`src/rtl/font_rom_arbiter.sv`:
```
// Font ROM arbiter: shares one synchronous font ROM between NUM_REQ text renderers.
// Each cycle it grants one requester, drives the ROM address, and steers the returned
// row byte back to the owner as a one-cycle rsp_valid strobe, ROM_LAT+1 clocks after gnt.
// Optional build macro FONT_ARB_FIXED_PRIO_EN: when defined, the lowest eligible index
// always wins (requester 0 has priority). When undefined, a round-robin pointer is used.
module font_rom_arbiter #(
    parameter int unsigned NUM_REQ = 4,
    parameter int unsigned ADDR_W  = 11,
    parameter int unsigned DATA_W  = 8,
    parameter int unsigned ROM_LAT = 1
) (
    input  logic                      clk,
    input  logic                      reset,
    input  logic [NUM_REQ-1:0]        req,
    input  logic [NUM_REQ*ADDR_W-1:0] req_addr,
    output logic [NUM_REQ-1:0]        gnt,
    output logic [NUM_REQ-1:0]        rsp_valid,
    output logic [DATA_W-1:0]         rsp_data,
    output logic [ADDR_W-1:0]         rom_addr,
    input  logic [DATA_W-1:0]         rom_data
);

    localparam int unsigned IDX_W  = (NUM_REQ > 1) ? $clog2(NUM_REQ) : 1;
    localparam int unsigned STAGES = ROM_LAT + 1;

    logic [NUM_REQ-1:0] eligible;
    logic               win_found;
    logic [IDX_W-1:0]   win_idx;

    // Owner pipeline: stage 0 is loaded together with gnt, last stage drives rsp_valid
    logic [STAGES-1:0]  pipe_vld;
    logic [IDX_W-1:0]   pipe_idx [STAGES];

`ifndef FONT_ARB_FIXED_PRIO_EN
    logic [IDX_W-1:0]   last;
`endif

    // Winner selection; a requester granted this cycle is masked so a held req is never double-granted
    always_comb begin
        int unsigned cand;
        cand      = 0;
        eligible  = req & ~gnt;
        win_found = 1'b0;
        win_idx   = '0;
`ifdef FONT_ARB_FIXED_PRIO_EN
        for (int unsigned i = 0; i < NUM_REQ; i++) begin
            cand = i;
            if (!win_found && eligible[IDX_W'(cand)]) begin
                win_found = 1'b1;
                win_idx   = IDX_W'(cand);
            end
        end
`else
        for (int unsigned i = 1; i <= NUM_REQ; i++) begin
            cand = (32'(last) + i) % NUM_REQ;
            if (!win_found && eligible[IDX_W'(cand)]) begin
                win_found = 1'b1;
                win_idx   = IDX_W'(cand);
            end
        end
`endif
    end

    // Grant, ROM address and round-robin pointer registers; address holds when idle
    always_ff @(posedge clk or posedge reset) begin
        if (reset) begin
            gnt      <= '0;
            rom_addr <= '0;
`ifndef FONT_ARB_FIXED_PRIO_EN
            last     <= IDX_W'(NUM_REQ - 1);
`endif
        end else if (win_found) begin
            gnt      <= NUM_REQ'(1) << win_idx;
            rom_addr <= req_addr[32'(win_idx) * ADDR_W +: ADDR_W];
`ifndef FONT_ARB_FIXED_PRIO_EN
            last     <= win_idx;
`endif
        end else begin
            gnt      <= '0;
        end
    end

    // Owner pipeline tracks {valid, index} of each read until its ROM data is due
    always_ff @(posedge clk or posedge reset) begin
        if (reset) begin
            pipe_vld <= '0;
            for (int unsigned k = 0; k < STAGES; k++) begin
                pipe_idx[k] <= '0;
            end
        end else begin
            pipe_vld    <= {pipe_vld[STAGES-2:0], win_found};
            pipe_idx[0] <= win_idx;
            for (int unsigned k = 1; k < STAGES; k++) begin
                pipe_idx[k] <= pipe_idx[k-1];
            end
        end
    end

    // Response register: capture ROM row and strobe the owning requester
    always_ff @(posedge clk or posedge reset) begin
        if (reset) begin
            rsp_valid <= '0;
            rsp_data  <= '0;
        end else if (pipe_vld[STAGES-1]) begin
            rsp_valid <= NUM_REQ'(1) << pipe_idx[STAGES-1];
            rsp_data  <= rom_data;
        end else begin
            rsp_valid <= '0;
        end
    end

endmodule
```
`config.mk`:
```
export PLATFORM = sky130hd
export DESIGN_NAME = font_rom_arbiter
export DESIGN_NICKNAME = d
export VERILOG_FILES = /design/src/rtl/font_rom_arbiter.sv
export SDC_FILE = /design/constraint.sdc
export NUM_CORES = 1
export LEC_CHECK = 0
export CORE_MARGIN = 2
export CORE_UTILIZATION = 36
export CTS_CLUSTER_SIZE = 28
export DETAILED_ROUTE_END_ITERATION = 16
export GPL_ROUTABILITY_DRIVEN = 0
export PLACE_DENSITY_LB_ADDON = 0.12
export SLEW_MARGIN = 20
export SYNTH_ARGS = -nofsm -noshare
export SYNTH_HDL_FRONTEND = slang
export SYNTH_SLANG_ARGS = --single-unit
```
`constraint.sdc`:
```
create_clock -name clk -period 1.75 [get_ports clk]
set_clock_uncertainty 0.2 [all_clocks]
set_input_delay 0.175 -clock clk [delete_from_list [all_inputs] [get_ports clk]]
set_output_delay 0.175 -clock clk [all_outputs]
set_load 0.01 [all_outputs]
```
# Yosys cells after proc, flatten, opt, wreduce, memory -nomap -nowiden
# Index checks and enable logic that the tools add are counted.
[word_totals] regBits=35 elab_cells=46
[op_classes] bitwise=2 mul=1 magnitude_cmp=4 n_reduce_logical=6 muxes=18 n_shift=3 n_addsub=4
[op_table] cell="variable part select 44 x 7 -> 11 bit" count=1
[op_table] cell="< comparator 2 x 3 -> 1 bit (second input constant)" count=4
[op_table] cell="binary-select mux 1 bit (select 2 bit)" count=4
[op_table] cell="two-way mux 1 bit" count=8
[op_table] cell="two-way mux 2 bit" count=4
[op_table] cell="two-way mux 4 bit" count=2
[op_table] cell="left shift 1 x 2 -> 4 bit (first input constant)" count=2
[op_table] cell="multiplier 2 x 4 -> 6 bit (second input constant)" count=1
[op_table] cell="adder 2 x 1 -> 2 bit (second input constant)" count=2
[op_table] cell="adder 2 bit (second input constant)" count=2
[op_table] cell="bitwise AND 4 bit" count=1
[op_table] cell="NOT 4 bit" count=1
[op_table] cell="logical AND 1 bit" count=3
[op_table] cell="logical NOT 1 bit" count=3

# Logic depth before layout (Yosys ltp)
[depth] depth_word=16 mapped_depth=7

# Worst setup path after synthesis
# Ideal clock, no wire load.
[synth_timing] path_kind="reg-to-reg" from="register last[1]" to="register rom_addr[8]" arrival_ns=1.570 setup_ns=0.131 path_buffers=1 period_less_slack_ns=1.900 slack_ns=-0.150 required_time_ns=1.419 stages_incl_launch_ff=7 path_cell_list="dfstp_2 > and3b_1 > o22ai_1 > a221oi_4 > and2_4 > buf_6 > a211oi_2"
[synth_via] elab_chain_len=15 word_cells_on_any_way=28 cone_classes="add/sub: 4; mul: 1; shift: 1; mux: 16; reduce/logical: 6"
[synth_rtl] item="from (decl)" line_no="35" source="logic [IDX_W-1:0] last;"
[synth_rtl] item="from (signal assigned)" line_no="70" source="last <= IDX_W'(NUM_REQ - 1);"
[synth_rtl] item="from (signal assigned)" line_no="76" source="last <= win_idx;"
[synth_rtl] item="adder 2 x 1 -> 2 bit" line_no="55" source="cand = (32'(last) + i) % NUM_REQ;"
[synth_rtl] item="binary-select mux 1 bit (select 2 bit)" line_no="56" source="if (!win_found && eligible[IDX_W'(cand)]) begin"
[synth_rtl] item="two-way mux 1 bit (implied by the code)" line_no="56"
[synth_rtl] item="two-way mux 1 bit" line_no="56"
[synth_rtl] item="logical NOT 1 bit" line_no="56"
[synth_rtl] item="logical AND 1 bit" line_no="56"
[synth_rtl] item="two-way mux 1 bit" line_no="56"
[synth_rtl] item="logical NOT 1 bit" line_no="56"
[synth_rtl] item="logical AND 1 bit" line_no="56"
[synth_rtl] item="two-way mux 1 bit" line_no="56"
[synth_rtl] item="logical NOT 1 bit" line_no="56"
[synth_rtl] item="logical AND 1 bit" line_no="56"
[synth_rtl] item="two-way mux 2 bit" line_no="56"
[synth_rtl] item="multiplier 2 x 4 -> 6 bit" line_no="74" source="rom_addr <= req_addr[32'(win_idx) * ADDR_W +: ADDR_W];"
[synth_rtl] item="variable part select 44 x 7 -> 11 bit" line_no="74"
[synth_rtl] item="to (signal assigned)" line_no="74"
[synth_rtl] item="to (decl)" line_no="19" source="output logic [ADDR_W-1:0] rom_addr,"
# Parallel ways exist; a longest one is shown, timed or not. The select of a mux whose other input is x is not followed.
# A chain may end at the register's enable or synchronous reset.

# Final worst setup path
[layout_timing] from="register last[1]" to="register rom_addr[10]"
# Same word-level chain as after synthesis.

==> results.ini <==
[sta]
finalCritPeriodShare_pct = 108
min_period_ns = 1.89
rsz0062_at_grt = yes
final-setup-viol-count = 14
layout_setup_ws_ns = -0.139
hold_violations = 0
fmax_ghz = 0.529
relSlewSlack_pct = 70.6
tightest_slew_ns = 0.441
holdWs_ns = 0.0852
slew_viol_final = 0

[critical_path]
startpoint = last[1]$_DFFE_PP1P_
rr_startpoint = last[1]$_DFFE_PP1P_
reg2reg_to = rom_addr[10]$_DFFE_PP0P_
cp.arrival_ns = 1.84
crit_slowest_cell = dfstp_2
reg2reg_slack_ns = -0.14
critPathMaxFanout = 12
crit_path_end_kind = register
required_ns = 1.71
worstSetupStartpointType = register
reg2reg_depth = 5
crit_type = reg -> reg
slowest_delay_ns = 0.59
worstPathCellList = and3b_1 -> o22ai_2 -> a221oi_4 -> and2_4 -> a211oi_1

[layout]
drive_gt1_share_pct = 24.7
final_area_mm2 = 0.00288
antenna_cells = 0
layout.nets = 296
area_growth_pct = 69.1

[synthesis]
syn_area_per_cell_um2 = 12.1
ys_ff_latch = 35
synth_cell_type_count = 32
synthFlopType = dfrtp_1
synthesis.nets = 199
synth_async_sr_flop_share_pct = 100
synth_edf_count = 0
syn_inst = 141
synthesis.area_mm2 = 0.00170
seq_area_frac_synth_pct = 51.7
ys_warn_count = 0

[power]
p_per_area_mw_per_mm2 = 1550
p_seq_share_pct = 30.7
pwr-share-clk_pct = 16.6
p_leak_nw = 1.17
peakVddDrop_mv = 0.834
swShare_pct = 35.0
p_comb_share_pct = 52.7
p_int_mw = 2.89
p_sw_mw = 1.56

[global_route]
grt_max_degree = 36
grt_pass1_vias = 1552
grt_usage_pct = 18.1
grt_pass1_wl_mm = 7.28
overflow = 0
grt_antenna_before_repair = 0

[detailed_routing]
ant_nets = 0
first_iter_violations = 49
wl_per_cell_um = 15.1
routed-via-count = 1479
drt-total-wl_mm = 4.41
viasPerCell = 5.05
drc = 0
drt_pass1_iterations = 4

[run_status]
failed_checks = setup timing
outcome = finished with violations

[clock_network]
worst_skew_pair.late_latency_ns = 0.28
root_buffer = clkbuf_8
cts_tree = yes
cts_max_level = 2
clk_pin_slew_ns = 0.08
cts.sinks = 35
cts-buffers-inserted = 5
clockBufferDepth = 2

[place]
place_ws_ns = -0.391
port_buffers = 84
placed_area_mm2 = 0.00270
dp_hpwl_mm = 3.40

[floorplan]
rows = 25
fp.dieW_um = 72.7
start_util_pct = 36.7
die_y_um = 72.7
die_area_mm2 = 0.00529
core-area_mm2 = 0.00463
boundaryPins = 85

[job]
maxCapViolCount = 0

[worst_hold_path]
hold_path.class = in -> async

-- stage by stage --
stage          utilization, %  setup TNS (ns)  total power, mW  cells
6_report                 62.1           -1.42             4.46    293
2_1_floorplan               -           -1.33             2.59    141
3_3_place_gp             58.4           -4.26             3.55    284
4_1_cts                  60.9           -1.51             4.39    292
3_5_place_dp             58.4           -5.14             3.64    284
5_1_grt                  62.1           -2.61             4.75    293
-- flip-flops by register name, summed over array words and instances, names as in the netlist --
signal     cells
pipe_vld       2
rsp_data       8
rom_addr      11
last           2
rsp_valid      4
pipe_idx       4
gnt            4
-- cell families after synthesis --
kind of cell	synth area share (%)
buffers and inverters	3.83
multiplexers	11.8
AND/OR/NAND/NOR	11.8
AO/OA/AOI/OAI	21.0
flip-flops	51.7
-- synth_stat cells, types with 2 or more instances --
library cell	n	area share (%)
nand2b_1	3	1.1
dfrtp_1	33	49
mux2_2	8	5.3
dfstp_2	2	3.1
clkbuf_1	3	0.66
and3_1	2	0.74
nor2b_1	2	0.74
mux2i_1	11	6.5
nor3b_1	2	0.88
and3b_1	2	1.0
inv_1	2	0.44
nand2_1	2	0.44
a211oi_2	9	6.6
nor2_1	18	4.0
a211oi_1	13	5.7
a21boi_0	11	4.9
buf_4	2	0.88
buf_2	2	0.59
-- layer usage --
| layer | routed length [um] | global-route usage [%] | vias to the layer above |
|---|---|---|---|
| met4 | 76 | 5.56 | 0 |
| met5 | 0 | 0 | - |
| met2 | 2290 | 32.0 | 64 |
| li1 | - | - | 703 |
| met1 | 1760 | 21.0 | 704 |
| met3 | 277 | 5.25 | 8 |
-- cells in the final DEF (no fill, tap or decap), drive strengths merged --
cell type / instances
a211oi: 22
a21boi: 11
a21oi: 1
a221oi: 1
and2: 1
and3: 2
and3b: 2
buf: 15
bufinv: 1
clkbuf: 5
clkdlybuf4s50: 84
clkinv: 1
dfrtp: 33
dfstp: 2
inv: 4
mux2: 8
mux2i: 11
nand2: 3
nand2b: 3
nand3b: 1
nand4bb: 1
nor2: 18
nor2b: 2
nor3b: 2
o21a: 1
o221ai: 1
o22ai: 1
or3: 1
or3b: 1
-- timing repair --
item	in CTS	in global routing
pin swaps	1	0
buffers inserted	0	1
hold buffers	0	0
gates resized for setup	0	10
setup endpoints to repair	14	17
-- worst max-delay path: cells and delay by family, from the launching register on --
| kind | cells | cell delay, ns |
|---|---|---|
| AO/OA/AOI/OAI | 3 | 0.46 |
| AND/OR/NAND/NOR | 2 | 0.51 |
| flip-flops | 1 | 0.59 |
-- area by class of cell --
cell class                      count  area [um^2]
Clock buffer                        5         68.8
Clock inverter                      3         47.5
Fill cell                         376         1750
Inverter                            3         13.8
Multi-Input combinational cell     94          817
Sequential cell                    35          878
Tap cell                           54         67.6
Timing Repair Buffer               99          982
-- power groups by stage --
stage	registers [mW]	logic (mW)	clock network, mW
floorplan	1.46	1.13	0
global placement	1.36	2.19	0
detailed placement	1.39	2.25	0
CTS	1.37	2.26	0.764
global route	1.42	2.54	0.791
finish	1.37	2.35	0.739
-- how the worst max path moves through the flow --
stage                                          end  slack, ns  cells past startpoint
after global routing      rom_addr[10]$_DFFE_PP0P_      -0.21                      5
after global placement     rom_addr[2]$_DFFE_PP0P_      -0.31                      7
final                     rom_addr[10]$_DFFE_PP0P_      -0.14                      5
after floorplan            rom_addr[8]$_DFFE_PP0P_      -0.14                      6
after detailed placement   rom_addr[5]$_DFFE_PP0P_      -0.39                      7
after CTS                 rom_addr[10]$_DFFE_PP0P_      -0.15                      5
No activity file was read; power rests on OpenSTA's default activity.
